--- src/rtl/alu_result_fifo.sv ---
// alu_result_fifo: show-ahead FIFO capturing ALU result/tag pairs, handing them to a
// valid/ready consumer and accounting for results lost when the buffer is full.
module alu_result_fifo #(
   parameter int DEPTH  = 4,
   parameter int RES_W  = 16,
   parameter int ADDR_W = 8,
   parameter int CNT_W  = 8
) (
   input  logic                     clk,
   input  logic                     reset_n,
   input  logic                     in_valid,
   input  logic [RES_W-1:0]         in_result,
   input  logic [ADDR_W-1:0]        in_addr,
   output logic                     out_valid,
   input  logic                     out_ready,
   output logic [RES_W-1:0]         out_result,
   output logic [ADDR_W-1:0]        out_addr,
   output logic [$clog2(DEPTH):0]   count,
   output logic                     full,
   output logic                     overflow,
   output logic [CNT_W-1:0]         drop_cnt,
   input  logic                     clr_ovf
);

   localparam int PTR_W = $clog2(DEPTH);
   localparam int OCC_W = PTR_W + 1;

   logic [RES_W-1:0]  mem_res  [DEPTH];
   logic [ADDR_W-1:0] mem_addr [DEPTH];
   logic [PTR_W-1:0]  rd_ptr;
   logic [PTR_W-1:0]  wr_ptr;
   logic [OCC_W-1:0]  occ;

   logic pop;
   logic push_ok;
   logic drop;

   // Handshake decode; a full FIFO still takes a push when the head leaves the same cycle.
   always_comb begin
      // NOTE: every signal driven here gets a value on every path, so no latch is inferred.
      pop     = out_valid & out_ready;
      push_ok = in_valid & (~full | pop);
      drop    = in_valid & full & ~pop;
   end

   // Occupancy-derived status and show-ahead head, all from registered state only.
   assign count      = occ;
   assign out_valid  = (occ != '0);
   assign full       = (occ == OCC_W'(DEPTH));
   assign out_result = out_valid ? mem_res[rd_ptr]  : '0;
   assign out_addr   = out_valid ? mem_addr[rd_ptr] : '0;

   // Storage write; contents are qualified by occupancy so they are left unreset.
   always_ff @(posedge clk) begin
      // NOTE: the data array has no reset - out_valid gates its use, and a reset would only cost flops.
      if (push_ok) begin
         mem_res[wr_ptr]  <= in_result;
         mem_addr[wr_ptr] <= in_addr;
      end
   end

   // Pointers and occupancy; pointers wrap naturally because DEPTH is a power of two.
   always_ff @(posedge clk or negedge reset_n) begin
      // NOTE: sequential state uses non-blocking assignments so all registers update together.
      if (!reset_n) begin
         rd_ptr <= '0;
         wr_ptr <= '0;
         occ    <= '0;
      end else begin
         if (push_ok) wr_ptr <= wr_ptr + 1'b1;
         if (pop)     rd_ptr <= rd_ptr + 1'b1;
         case ({push_ok, pop})
            2'b10:   occ <= occ + 1'b1;
            2'b01:   occ <= occ - 1'b1;
            default: occ <= occ;
         endcase
      end
   end

   // Overflow bookkeeping; a drop in the same cycle as a clear takes priority.
   always_ff @(posedge clk or negedge reset_n) begin
      if (!reset_n) begin
         overflow <= 1'b0;
         drop_cnt <= '0;
      end else if (drop) begin
         overflow <= 1'b1;
         if (clr_ovf)         drop_cnt <= CNT_W'(1);
         else if (!(&drop_cnt)) drop_cnt <= drop_cnt + 1'b1;
      end else if (clr_ovf) begin
         overflow <= 1'b0;
         drop_cnt <= '0;
      end
   end

endmodule

--- config.mk ---
export PLATFORM = sky130hd
export DESIGN_NAME = alu_result_fifo
export DESIGN_NICKNAME = d
export VERILOG_FILES = /design/src/rtl/alu_result_fifo.sv
export SDC_FILE = /design/constraint.sdc
export NUM_CORES = 1
export LEC_CHECK = 0
export ABC_AREA = 1
export CAP_MARGIN = 40
export CORE_MARGIN = 4
export CORE_UTILIZATION = 54
export DETAILED_ROUTE_END_ITERATION = 10
export GPL_TIMING_DRIVEN = 0
export PLACE_DENSITY = 0.88
export RECOVER_POWER = 50
export SLEW_MARGIN = 20
export SYNTH_ARGS = -nofsm -noshare
export SYNTH_HDL_FRONTEND = slang
export SYNTH_SLANG_ARGS = --single-unit
--- constraint.sdc ---
create_clock -name clk -period 2.9 [get_ports clk]
set_clock_uncertainty 0.05 [all_clocks]
set_input_delay 0.58 -clock clk [delete_from_list [all_inputs] [get_ports clk]]
set_output_delay 0.58 -clock clk [all_outputs]
set_load 0.01 [all_outputs]
==> results.sh <==
export IMPL_synth_cells=407
export IMPL_final_nets=522
export IMPL_postPlaceCellArea_mm2=0.00558
export IMPL_synth_fp_nets=443
export IMPL_hpwl_um=6420
export IMPL_ant_nets=0
export IMPL_die_area_mm2=0.0103
export IMPL_drive_above_1_share_pct=10.6
export IMPL_htreeDepth=3
export IMPL_tightest_slew_ns=0.899
export IMPL_async_reset_ff_share_pct=14.3
export IMPL_cts_buffer_depth=2
export IMPL_totalWireLength_um=10200
export IMPL_power_uw=5620
export IMPL_route_met2_wl_um=5080
export IMPL_cts_root_buf="clkbuf_8"
export IMPL_syn_to_final_growth_pct=20.9
export IMPL_numCtsBuffers=9
export IMPL_avgSynthCellArea_um2=11.6
export IMPL_leakagePower_uw=0.00211
export IMPL_rsz0062_at_grt="false"
export IMPL_drt_iter0_drc=272
export IMPL_antenna_cells=0
export IMPL_cts_sinks=112
export IMPL_maxCapViolCount=0
export IMPL_port_buffer_count=66
export IMPL_synth_area_mm2=0.00474
export IMPL_start_util_pct=56.6
export IMPL_outcome="finished, final reports clean"
export IMPL_yosys_area_top_type_share_pct=60.8
export IMPL_yosysWarnings=0
export IMPL_grt_pass1_wl_um=15800
export IMPL_synth_edf_count=96
export IMPL_slew_limit_headroom_pct=40.1
export IMPL_hold_violations=0
export IMPL_drtPass1Iterations=5
export IMPL_required_ns=2.27
export IMPL_wl_per_cell_um=17.1
export IMPL_drc=0
export IMPL_setup_viol=0
export IMPL_synth_area_top_cells="edfxtp_1 (61%), nor2_1 (8.7%), dfrtp_1 (8.4%)"
export IMPL_synth_seq_cells=112
export IMPL_grt_remaining_overflow=0
export IMPL_post_cts_repair_setup_buffers=0
export IMPL_dr_max_layer_used="met4"
export IMPL_yosysTopAreaCell="edfxtp_1"
export IMPL_ir_drop_uv=374
export IMPL_period_minus_slack_ns=2.83
export IMPL_synth_cell_types=32
export IMPL_critical_path_peak_fanout=10
export IMPL_cts_tree="done"
export IMPL_yosys_most_used_dff="edfxtp_1"
export IMPL_hold_path_class="in2async"
export IMPL_core_area_mm2=0.00838
export IMPL_ios=67
export IMPL_wl_met1_um=4010
export IMPL_die_h_um=102
export IMPL_crit_type="reg2out"
export IMPL_start_kind="flop"
export IMPL_viasPerCell=5.51
export IMPL_ctsHoldBuffers=0
export IMPL_timing_fmax_ghz=0.353
export IMPL_worstPathArrival_ns=2.20
export IMPL_grtUsageTotal_pct=20.3
export IMPL_power_density_mw_per_mm2=981
export IMPL_wl_met3_um=928
export IMPL_antenna_found_initial=0
export IMPL_report_final_slew_viol_count=0
export IMPL_seq_area_frac_synth_pct=69.3
export IMPL_routabilityCongestion=0.831
export IMPL_finish_instance_area_mm2=0.00573
export IMPL_via_count=3282
export IMPL_setup_worst_path_end_class="primary output"
export IMPL_rows=33
export IMPL_grt_max_degree=25
export IMPL_path_clk_slew_ns=0.11
export IMPL_fp_dieW_um=102
export IMPL_fin_crit_sh_pct=97.6
export IMPL_clkLatencyLatePin_ns=0.38
export IMPL_grt_pass1_vias=3282
-- critical path, stage by stage (launching register included) --
cell and delay (ns):
dfrtp_1 0.34, buf_4 0.15, inv_2 0.09, buf_2 0.21, nor2_1 0.16, o21ai_0 0.13
a21oi_1 0.18, clkdlybuf4s50_1 0.57
-- layout make-up --
cell class	count	area (um^2)
timing repair buffer	68	684
multi-input combinational	256	1250
sequential	112	3280
clock inverter	7	55.1
fill	556	2650
buffer	18	118
tap	105	131
clock buffer	9	124
inverter	21	83.8
-- final timing paths --
check,from,endpoint,slack [ns],cells past startpoint
max,rd_ptr[1],out_result[10],0.07,7
min,reset_n,overflow,0.36,1
max reg2reg,count[0],count[2],0.27,9
min reg2reg,overflow,overflow,0.45,2
max in group asynchronous,reset_n,count[1],1.40,2
min in group clk,overflow,overflow,0.45,2
-- kinds of logic after synthesis --
kind of cell / share of synthesized area, %
xor+xnor: 1.27
compound gates: 8.63
fa+ha+maj: 2.01
flops: 69.3
simple gates: 14.8
buf+inv: 4.09
-- per-stage QoR --
| stage | hold WS, ns | utilization (%) | setup TNS, ns | setup slack [ns] | cells |
|---|---|---|---|---|---|
| floorplan | 0.234 | - | 0 | 0.552 | 407 |
| CTS | 0.459 | 68.7 | 0 | 0.0202 | 595 |
| finish | 0.365 | 68.4 | 0 | 0.0690 | 596 |
| detailed placement | 0.432 | 66.5 | 0 | 0.210 | 579 |
| global route | 0.367 | 68.4 | 0 | 0.00529 | 596 |
| global placement | 0.417 | 66.0 | -57.56 | -0.629 | 578 |
-- registers in the layout, summed over array words and instances, names as in the netlist --
name,cells
drop_cnt,8
overflow,1
mem_res,64
mem_addr,32
wr_ptr,2
count,3
rd_ptr,2
-- synth_stat cells, types with 2 or more instances --
cell and instances:
a21oi_1 25, buf_2 8, buf_4 4, buf_6 2, clkbuf_1 2, clkbuf_2 2, dfrtp_1 16, edfxtp_1 96
ha_1 6, inv_1 17, inv_2 2, inv_4 2, nand2_1 29, nand2_2 5, nand3_1 9, nor2_1 110
nor2_2 2, nor2_4 3, o21ai_0 46, o21ai_1 6, xor2_1 4
-- metal layers --
layer | GRT usage [%] | up-vias
met1 | 25.9 | 1537
met3 | 4.55 | 16
met2 | 33.8 | 175
met4 | 8.28 | 0
li1 | - | 1554
met5 | 0 | -
-- cells in the final DEF (no fill, tap or decap), types with 2 or more instances in the layout --
cell type,n
xor2_1,4
inv_1,17
buf_6,2
buf_4,4
clkdlybuf4s50_1,38
inv_4,2
nor2_4,5
inv_2,2
inv_6,3
nand3_1,9
buf_2,9
dlygate4sd3_1,26
nor2_1,107
dfrtp_1,16
clkbuf_8,9
o21ai_0,48
nor2_2,3
nand2_1,31
dlymetal6s2s_1,2
a21oi_1,25
edfxtp_1,96
ha_1,6
o21ai_1,4
clkbuf_4,2
clkinv_4,2
nor3_1,2
nand2_2,4
-- report_power, final --
| group | internal (uW) | leakage (uW) | switching (uW) |
|---|---|---|---|
| combinational | 1100 | 0.000937 | 1450 |
| clock | 322 | 0.0000883 | 545 |
| sequential | 2100 | 0.00109 | 106 |
| total | 3520 | 0.00211 | 2100 |
-- timing repair --
| action | 4_1_cts | 5_1_grt |
|---|---|---|
| endpoints found under the setup margin | 16 | 14 |
| gates resized for setup | 2 | 7 |
| cloned | 0 | 0 |
(Power assumes the default switching activity.)
